`src/rtl/lcd_spi_slave.sv`:
```
// SPI mode-0 slave (MSB first) for an LCD link, with one transmit holding register and a sticky underrun flag.
// Every SPI pin is synchronised into clk; the design needs clk to run at least 8x sclk.
module lcd_spi_slave #(
  parameter int DATA_W = 8
) (
  input  logic              clk,
  input  logic              reset,
  input  logic              spi_sclk,
  input  logic              spi_mosi,
  input  logic              spi_ss_n,
  output logic              spi_miso,
  input  logic [DATA_W-1:0] tx_data,
  input  logic              tx_valid,
  output logic              tx_ready,
  output logic [DATA_W-1:0] rx_data,
  output logic              rx_valid,
  output logic              busy,
  output logic              tx_underrun
);

  localparam int CNT_W = (DATA_W > 1) ? $clog2(DATA_W) : 1;

  typedef enum logic [1:0] {IDLE, LOAD, SHIFT} state_t;
  state_t state, next_state;

  logic              sclk_s1, sclk_s2, sclk_s3;
  logic              mosi_s1, mosi_s2;
  logic              ss_s1, ss_s2, ss_prev;
  logic [1:0]        sync_ok;
  logic [CNT_W-1:0]  bit_cnt;
  logic [DATA_W-1:0] tx_shift, rx_shift, hold;
  logic              hold_full, frame_done, pend_consume, pend_underrun;

  logic ss_fall, sclk_rise, sclk_fall, shifting, shift_rise, shift_fall;
  logic last_bit, accept, consume_now, underrun_now;

  // ss_prev only follows ss_s2 once the synchronisers carry real samples, so a
  // slave select already low when reset drops never counts as a fresh fall.
  always_ff @(posedge clk) begin
    if (reset) begin
      sclk_s1 <= 1'b0;
      sclk_s2 <= 1'b0;
      sclk_s3 <= 1'b0;
      mosi_s1 <= 1'b0;
      mosi_s2 <= 1'b0;
      ss_s1   <= 1'b1;
      ss_s2   <= 1'b1;
      ss_prev <= 1'b0;
      sync_ok <= 2'b00;
    end else begin
      sclk_s1 <= spi_sclk;
      sclk_s2 <= sclk_s1;
      sclk_s3 <= sclk_s2;
      mosi_s1 <= spi_mosi;
      mosi_s2 <= mosi_s1;
      ss_s1   <= spi_ss_n;
      ss_s2   <= ss_s1;
      ss_prev <= sync_ok[1] & ss_s2;
      sync_ok <= {sync_ok[0], 1'b1};
    end
  end

  always_ff @(posedge clk) begin
    if (reset) state <= IDLE;
    else       state <= next_state;
  end

  always_comb begin
    next_state   = state;
    ss_fall      = ss_prev & ~ss_s2;
    sclk_rise    = sclk_s2 & ~sclk_s3;
    sclk_fall    = ~sclk_s2 & sclk_s3;
    shifting     = (state == SHIFT) && !ss_s2;
    shift_rise   = shifting && sclk_rise;
    shift_fall   = shifting && sclk_fall;
    last_bit     = (bit_cnt == CNT_W'(DATA_W - 1));
    accept       = tx_valid && !hold_full;
    consume_now  = ((state == LOAD) && hold_full) || (shift_rise && pend_consume);
    underrun_now = ((state == LOAD) && !hold_full) || (shift_rise && pend_underrun);
    case (state)
      IDLE:    if (ss_fall) next_state = LOAD;
      LOAD:    next_state = SHIFT;
      SHIFT:   if (ss_s2) next_state = IDLE;
      default: next_state = IDLE;
    endcase
  end

  assign busy     = (state != IDLE);
  assign spi_miso = (state != IDLE) && tx_shift[DATA_W-1];
  assign tx_ready = !hold_full;

  // The reload at a frame boundary copies the holding register but only retires
  // it (or flags underrun) on the next frame's first rise: if ss_n closes the
  // transfer instead, the byte stays queued for the next LOAD.
  always_ff @(posedge clk) begin
    if (reset) begin
      hold          <= '0;
      hold_full     <= 1'b0;
      tx_shift      <= '0;
      rx_shift      <= '0;
      rx_data       <= '0;
      rx_valid      <= 1'b0;
      bit_cnt       <= '0;
      frame_done    <= 1'b0;
      pend_consume  <= 1'b0;
      pend_underrun <= 1'b0;
      tx_underrun   <= 1'b0;
    end else begin
      rx_valid <= 1'b0;
      if (accept) begin
        hold      <= tx_data;
        hold_full <= 1'b1;
      end else if (consume_now) begin
        hold_full <= 1'b0;
      end
      if (underrun_now) tx_underrun <= 1'b1;

      if (state == LOAD) begin
        tx_shift      <= hold_full ? hold : '1;
        bit_cnt       <= '0;
        frame_done    <= 1'b0;
        pend_consume  <= 1'b0;
        pend_underrun <= 1'b0;
      end else if (shifting) begin
        if (sclk_rise) begin
          rx_shift      <= {rx_shift[DATA_W-2:0], mosi_s2};
          pend_consume  <= 1'b0;
          pend_underrun <= 1'b0;
          if (last_bit) begin
            bit_cnt    <= '0;
            rx_data    <= {rx_shift[DATA_W-2:0], mosi_s2};
            rx_valid   <= 1'b1;
            frame_done <= 1'b1;
          end else begin
            bit_cnt <= bit_cnt + 1'b1;
          end
        end
        if (sclk_fall) begin
          if (frame_done) begin
            tx_shift      <= hold_full ? hold : '1;
            pend_consume  <= hold_full;
            pend_underrun <= !hold_full;
            frame_done    <= 1'b0;
          end else begin
            tx_shift <= {tx_shift[DATA_W-2:0], 1'b0};
          end
        end
      end else begin
        bit_cnt       <= '0;
        frame_done    <= 1'b0;
        pend_consume  <= 1'b0;
        pend_underrun <= 1'b0;
      end
    end
  end

endmodule

```
`config.mk`:
```
export PLATFORM = sky130hd
export DESIGN_NAME = lcd_spi_slave
export DESIGN_NICKNAME = d
export VERILOG_FILES = /design/src/rtl/lcd_spi_slave.sv
export SDC_FILE = /design/constraint.sdc
export NUM_CORES = 1
export LEC_CHECK = 0
export ABC_CLOCK_PERIOD_IN_PS = 2150
export BUFFER_PORTS_ARGS = -buffer_cell sky130_fd_sc_hd__buf_2
export CORE_MARGIN = 2
export CORE_UTILIZATION = 56
export DETAILED_ROUTE_END_ITERATION = 8
export PLACE_DENSITY_LB_ADDON = 0.05
export SYNTH_ARGS = -nofsm -noshare
export SYNTH_HDL_FRONTEND = slang
export SYNTH_SLANG_ARGS = --single-unit
```
`constraint.sdc`:
```
create_clock -name clk -period 2.15 [get_ports clk]
set_clock_uncertainty 0.2 [all_clocks]
set_input_delay 0.1075 -clock clk [delete_from_list [all_inputs] [get_ports clk]]
set_output_delay 0.1075 -clock clk [all_outputs]
set_load 0.02 [all_outputs]
```
==> key figures, run 1 <==
CTS
  • TritonCTS clock tree: built
  • Clock Path Buffers: 2
  • Setup Fix Bufs, Post-CTS: 0
  • CTS clk-pin slew, worst paths: ~0.090 ns
  • Clk sinks: 52
  • Post-CTS Resized: 0
  • Root Driver: clkbuf_8
  • Cts bufs inserted: 5
  • Worst-skew pair later-pin latency: 0.31 ns
  • H-tree levels: 2
  • Hold buffers post-CTS: 15

STA
  • Slew Limit Fails: 0
  • Worst setup margin: around 0.38 ns
  • Crit path time final: around 1.8 ns
  • Hold Vio Cnt, Final: 0
  • Final TNS setup: 0 ns
  • Final setup viols: 0
  • Slew @ Worst Pin: between 0.6 and 0.7 ns
  • Slew Limit Headroom: 0.589
  • RSZ-0062 raised after global routing: false
  • Fmax: 566 MHz
  • Period utilisation layout: 0.822

Setup path
  • Req. time, crit path: roughly 2.1 ns
  • Worst setup SP type: flip-flop
  • Crit path max-delay family: compound AO/OA/AOI/OAI gates
  • Critical path's slowest cell: nor3b_4
  • Largest stage delay, worst path: approximately 0.46 ns
  • Worst path cell trace: nor3b_4, a21o_1, a311oi_2
  • Reg2Reg Launch Point: state[1]
  • Critical Path End Type: flip-flop
  • CP arrival: ~1.7 ns
  • R2r setup slk: between 0.3 and 0.4 ns
  • Worst Path Max Fanout: 11
  • Worst R2R Path Depth: 3
  • Worst Path Buf+Inv: 0
  • Critical path class: reg2reg
  • Reg-to-Reg End: tx_shift[2]

Min path
  • Worst hold start: tx_valid
  • Hold depth: 4
  • Hold path endpoint: hold[7]
  • Worst min-delay path class: in2reg

Power and ir drop
  • Pwr Total: roughly 2.0 mW
  • Leakage: between 0.9 and 1 nW
  • Max VDD drop: between 0.5 and 0.6 mV
  • Pwr dens: 786 nW/um^2

Placement
  • HPWL Detailed: 2.90 mm
  • I/O Buffers: 26
  • Placer Congestion: slightly below 0.9
  • DP Cell Count: 290
  • Pre-CTS setup slack: ~0.42 ns

Floorplanning
  • DIE WIDTH: about 66 um
  • Top Ports: 27
  • Core area: around 3700 um^2
  • Die extent in y: approximately 66 um
  • Die Area: ~4300 um^2
  • Rows: 22
  • Starting density of the core: 0.582

Synthesis
  • Mapped cell area: roughly 2100 um^2
  • Mean area per synthesized cell: 9.14 um^2
  • Flops & latches, synth: 52
  • Synthesized Nets: about 250
  • Yosys warnings: 0
  • Area leader, netlist: dfxtp_1
  • Unique masters post-synth: 36
  • Cells after synthesis: between 200 and 250
  • Synth top area share: 0.489
  • Sequential area share after synthesis: 0.489
  • Synth area leaders: dfxtp_1 (49%), a21oi_1 (7.3%), nand3_1 (5.6%), a311oi_2 (4.9%), nand2_1 (3.9%)

Global routing
  • Vias in the first global route: roughly 1,700
  • Initial antenna violation count: 0
  • Pin count of the biggest net entering global routing: 34
  • GRT overflow: 0
  • First-pass GRT wire length: 7.42 mm
  • Gr usage total: 0.228

Route
  • DRC viols: 0
  • Via density: about 5.7
  • ANT nets after route: 0
  • Via Count: 1,791
  • Wirelength per Cell: between 10 and 15 um
  • Routed wire length: 4.38 mm
  • Iter 0 DRT Violations: between 100 and 150
  • Drt first pass iters: 4

Run
  • Max_cap viols: 0

Final layout
  • Fraction of layout cells with a size suffix above 1: 0.189
  • # nets final: between 200 and 300
  • Fillcell total: approximately 290
  • # diodes: 0
  • Synth-to-Final Area Change: 19.3%
  • Final cell count without fillers: 313

Outcome
  • Status: completed
[metrics by stage]
step | hold WS (ns) | area, um^2 | util
6_report | 0.0546 | 2540 | 0.694
5_1_grt | 0.0802 | 2540 | 0.694
4_1_cts | 0.0392 | 2540 | 0.694
3_5_place_dp | 0.0962 | 2230 | 0.610
3_3_place_gp | 0.0939 | 2230 | 0.610
2_1_floorplan | 0.0113 | 2130 | -
[worst max-delay path by stage]
stage / startpoint / to / slack [ns] / cells past startpoint
floorplan: bit_cnt[0] / rx_data[3] / 0.65 / 6
global placement: bit_cnt[0] / rx_data[3] / 0.51 / 5
detailed placement: bit_cnt[0] / rx_data[3] / 0.42 / 5
CTS: state[1] / tx_shift[2] / 0.41 / 3
global route: bit_cnt[0] / rx_data[3] / 0.24 / 5
finish: state[1] / tx_shift[2] / 0.38 / 3
[Yosys cell counts, drive strengths merged]
library cell	count
clkbuf	11
mux2i	2
o221ai	1
or3b	1
a311oi	8
nor3b	1
dfxtp	52
clkinv	1
nand2	22
o22ai	7
nand3	24
and3	1
nand2b	5
buf	11
a2bb2oi	1
or2	3
and2b	1
a21o	3
nor2	4
o21ai	15
and2	1
o211ai	2
nor2b	9
o21a	1
nand3b	2
a21oi	31
nor4b	1
and3b	1
ha	2
a211oi	7
inv	2
[cells by family (layout without fill, tap and decap cells)]
| kind of cell | count (synthesis) | in the layout | synth area share |
|---|---|---|---|
| fa+ha+maj | 2 | 2 | 0.0117 |
| flops | 52 | 52 | 0.489 |
| compound gates | 76 | 76 | 0.236 |
| mux | 2 | 2 | 0.00940 |
| buf+inv | 25 | 57 | 0.0640 |
| simple gates | 76 | 76 | 0.190 |
[cell usage in the layout, fill, tap and decap left out, types with 2 or more instances in the layout]
cell and count:
dfxtp_1 52, a21oi_1 31, buf_2 26, nand3_1 24, nand2_1 22, dlygate4sd3_1 15, o21ai_1 9, nor2b_1 9
o22ai_1 7, a211oi_1 7, a311oi_2 7, o21ai_0 6, nand2b_1 5, clkbuf_8 5, buf_4 5, nor2_1 4
or2_2 3, a21o_1 3, bufinv_16 3, inv_1 2, nand3b_1 2, o211ai_1 2, mux2i_1 2, ha_1 2
[where the power goes]
part	internal (mW)	total, mW	switching (mW)
combinational	0.0482	0.100	0.0519
clock	0.581	0.899	0.318
sequential	0.983	0.997	0.0146
total	1.61	2.00	0.384
[metal layers]
layer | vias to the layer above | GRT usage | routed length (um)
li1 | 894 | - | -
met1 | 846 | 0.267 | 1930
met2 | 43 | 0.390 | 2190
met3 | 8 | 0.0582 | 181
met4 | 0 | 0.102 | 79
met5 | - | 0 | 0
[state kept, by name, indices dropped and copies added, names as in the netlist, 2 cells and up]
register	cells
bit_cnt	3
rx_shift	7
tx_shift	8
hold	8
rx_data	8
state	2
sync_ok	2
[final cells by class]
| cell class | count | area (um^2) | area share |
|---|---|---|---|
| clock buffers | 5 | 68.8 | 0.0271 |
| clock inverters | 3 | 90.1 | 0.0355 |
| well taps | 48 | 60.1 | 0.0236 |
| inverters | 3 | 11.3 | 0.00443 |
| repair buffers | 46 | 318 | 0.125 |
| multi-input cells | 156 | 952 | 0.375 |
| flip-flops and latches | 52 | 1040 | 0.410 |
[worst min-delay path: cells and delay by family]
kind | cells | cell delay [ns]
AO/OA/AOI/OAI | 1 | 0.05
AND/OR/NAND/NOR | 2 | 0.27
buffers and inverters | 1 | 0.08
Power figures use the tool's default switching activity.
==> run 2: changes to the inputs <==
ABC_AREA = 1   (was default)
ABC_CLOCK_PERIOD_IN_PS = 1600   (was 2150)
CORE_UTILIZATION = 50   (was 56)
clock period = 1.6 ns   (was 2.15 ns; I/O delays follow)
==> run 2 against run 1 <==
Effect of this change: non-clock buffer count unchanged; sequential cell count did not move; critical path depth increased by 1; sequential power up 33%; clock power down 2.9%; hold slack improved by 0.12 ns; count of clock-buffer cells in the layout grew 1; final area down 0.79%; core utilization is 6.4 points lower; power grew 18%; sequential share of layout area rose by 0.33 points; largest cell class unchanged; largest power group unchanged; highest routed layer unchanged.
==> key figures, run 2 <==
Power and ir drop
  • Leakage: 1.22 nW (+31%)
  • Max VDD drop: 0.587 mV (+3.8%)
  • Pwr Total: 2.36 mW (+18%)
  • Pwr dens: 934 nW/um^2 (+19%)

Route
  • Routed wire length: 3.88 mm (-11%)
  • Drt first pass iters: 4 (unchanged)
  • ANT nets after route: 0 (unchanged)
  • Iter 0 DRT Violations: 76 (-36%)
  • DRC viols: 0 (unchanged)
  • Via density: 4.57 (-20%)
  • Via Count: 1,697 (-5.2%)
  • Wirelength per Cell: 10.5 um (-25%)

CTS
  • TritonCTS clock tree: built
  • CTS clk-pin slew, worst paths: 0.09 ns (about the same)
  • Root Driver: clkbuf_8
  • Clock Path Buffers: 2 (unchanged)
  • Clk sinks: 52 (unchanged)
  • H-tree levels: 2 (unchanged)
  • Worst-skew pair later-pin latency: 0.30 ns (about the same)
  • Cts bufs inserted: 5 (unchanged)
  • Setup Fix Bufs, Post-CTS: 0 (unchanged)

Floorplanning
  • Die extent in y: 68.4 um (+4.2%)
  • Starting density of the core: 0.519 (-0.0631)
  • Top Ports: 27 (unchanged)
  • Rows: 23 (+4.5%)
  • Core area: 4000 um^2 (+9.3%)
  • Die Area: 4680 um^2 (+8.5%)
  • DIE WIDTH: 68.4 um (+4.2%)

Setup path
  • Req. time, crit path: 1.32 ns (-0.80 ns)
  • Crit path from: state[0]
  • Worst R2R Path Depth: 7 (+4)
  • Critical Path End Type: output port
  • Worst Path Max Fanout: 3 (-8)
  • Critical path class: reg2out
  • CP arrival: 1.21 ns (-0.53 ns)
  • Worst setup SP type: flip-flop
  • R2r setup slk: 0.11 ns (-0.27 ns)
  • Reg-to-Reg End: rx_data[3]
  • End of the critical path: busy
  • Reg2Reg Launch Point: bit_cnt[0]

Final layout
  • Synth-to-Final Area Change: 21.5%
  • # diodes: 0 (unchanged)
  • Fillcell total: 388 (+35%)
  • Commonest cells after routing, fill and taps aside: nand2_1 (57), dfxtp_1 (52), nor2_1 (48)
  • Fraction of layout cells with a size suffix above 1: 0.187 (-0.00176)
  • # nets final: 336 (+20%)
  • Layout Utilization: 0.630 (-0.0638)
  • Most common cell after layout, fill and taps aside: nand2_1
  • Final cell count without fillers: 371 (+19%)
  • Largest regs: hold (8), rx_data (8), tx_shift (8)

STA
  • Slew @ Worst Pin: 0.443 ns (-0.173 ns)
  • Slew Limit Headroom: 0.704 (+0.115)
  • Final setup viols: 0 (unchanged)
  • Final TNS setup: 0 ns (unchanged)
  • Period utilisation layout: 0.932
  • RSZ-0062 raised after global routing: false
  • Crit path time final: between 1 and 1.5 ns
  • Slew Limit Fails: 0 (unchanged)
  • Hold Vio Cnt, Final: 0 (unchanged)
  • Fmax: 670 MHz
  • Worst setup margin: 0.108 ns (-0.275 ns)

Placement
  • HPWL Detailed: 2.66 mm (-8.1%)
  • I/O Buffers: 26 (unchanged)
  • Pre-CTS setup slack: 0.00702 ns (-0.415 ns)
  • DP Cell Count: 350 (+21%)
  • Placer Congestion: 0.741 (-14%)

Synthesis
  • Unique masters post-synth: 24 (-33%)
  • Mean area per synthesized cell: 7.52 um^2 (-18%)
  • Synth Area in XOR/XNOR: 0 (unchanged)
  • Largest family of logic cells by synthesized area: simple AND/OR/NAND/NOR gates
  • Post-synthesis adder-cell area fraction: 0.0121 (+0.000312)
  • Ys async rst share: 0 (unchanged)
  • Sequential area share after synthesis: 0.502 (+0.0130)
  • Synth top area share: 0.502 (+0.0130)
  • Top FF cell, synth: dfxtp_1
  • Post-synth EDFFs: 0 (unchanged)
  • Area leader, netlist: dfxtp_1
  • Post-synthesis mux area share: 0 (-0.00940)
  • Synth area leaders: dfxtp_1 (50%), nand2_1 (10%), nor2_1 (9.0%), inv_1 (6.3%), a21oi_1 (4.8%)
  • Compound-Gate Fraction of Synth Area: 0.122 (-0.114)
  • Yosys warnings: 0 (unchanged)
  • Commonest cells post-synth: nand2_1 (58), dfxtp_1 (52), nor2_1 (50), inv_1 (35)
  • Synthesized Nets: 292 (+17%)
  • Cells after synthesis: 276 (+18%)
  • Leading cell type by number of instances after synthesis: nand2_1
  • Mapped cell area: 2070 um^2 (-2.6%)
  • Flops & latches, synth: 52 (unchanged)
  • Synth Area in Simple Gates: 0.265 (+0.0756)

Run
  • Max_cap viols: 0 (unchanged)

Global routing
  • Gr usage total: 0.189 (-0.0393)
  • Vias in the first global route: 1,471 (-13%)
  • Pin count of the biggest net entering global routing: 18 (-47%)
  • First-pass GRT wire length: 6.58 mm (-11%)
  • GRT overflow: 0 (unchanged)
  • Initial antenna violation count: 0 (unchanged)

Min path
  • Worst min-delay path class: in2reg

Outcome
  • Status: completed
## run 2: worst min path at each step
stage | from | to | cells past startpoint
after global routing | ss_s1 | ss_s2 | 1
after detailed placement | spi_ss_n | ss_s1 | 2
final | tx_valid | hold[1] | 3
after floorplan | spi_ss_n | ss_s1 | 1
after CTS | tx_valid | hold[3] | 3
after global placement | spi_ss_n | ss_s1 | 2
## run 2: worst max-delay path: stages (launching register included)
cell and delay, ns:
dfxtp_1 0.33, buf_4 0.15, nor2_1 0.18, inv_1 0.09
buf_2 0.16
## run 2: cell families after synthesis
kind of cell               Yosys count
and+or+nand+nor                    126
AOI/OAI and AO/OA                   49
DFF                                 52
adders and majority gates            2
buffers and inverters               47
## run 2: repair_timing
action | 4_1_cts | 5_1_grt
hold buffers | 13 | 0
gates resized for setup | 2 | 8
pin swaps | 0 | 1
setup endpoints to repair | 2 | 8
hold endpoints to repair | 17 | 0
## run 2: per-stage QoR
| stage | hold WS (ns) | area (um^2) |
|---|---|---|
| CTS | 0.165 | 2500 |
| finish | 0.171 | 2520 |
| floorplan | -0.0162 | 2070 |
| global placement | 0.0686 | 2260 |
| global route | 0.225 | 2520 |
| detailed placement | 0.0750 | 2260 |
## run 2: metal layers
| metal | up-vias | GRT usage | wire length (um) | share of wire |
|---|---|---|---|---|
| met4 | 0 | 0.0900 | 65 | 0.017 |
| li1 | 939 | - | - | - |
| met5 | - | 0 | 0 | 0 |
| met1 | 724 | 0.261 | 2120 | 0.55 |
| met2 | 29 | 0.281 | 1570 | 0.40 |
| met3 | 5 | 0.0345 | 126 | 0.032 |
## run 2: power breakdown
group | switching (mW) | leakage [nW] | internal, mW | total (mW)
Sequential | 0.0106 | 0.423 | 1.32 | 1.33
Clock | 0.408 | 0.0552 | 0.464 | 0.873
Combinational | 0.0816 | 0.740 | 0.0665 | 0.148
Total | 0.500 | 1.22 | 1.85 | 2.36
## run 2: cell type report
cell class                 instances  area [um^2]  area share
timing repair buffer              46          313       0.124
multi-input combinational        177          853       0.338
tap                               50         62.6      0.0248
clock buffer                       6         72.6      0.0288
sequential                        52         1040       0.413
inverter                          38          144      0.0571
clock inverter                     2         35.0      0.0139
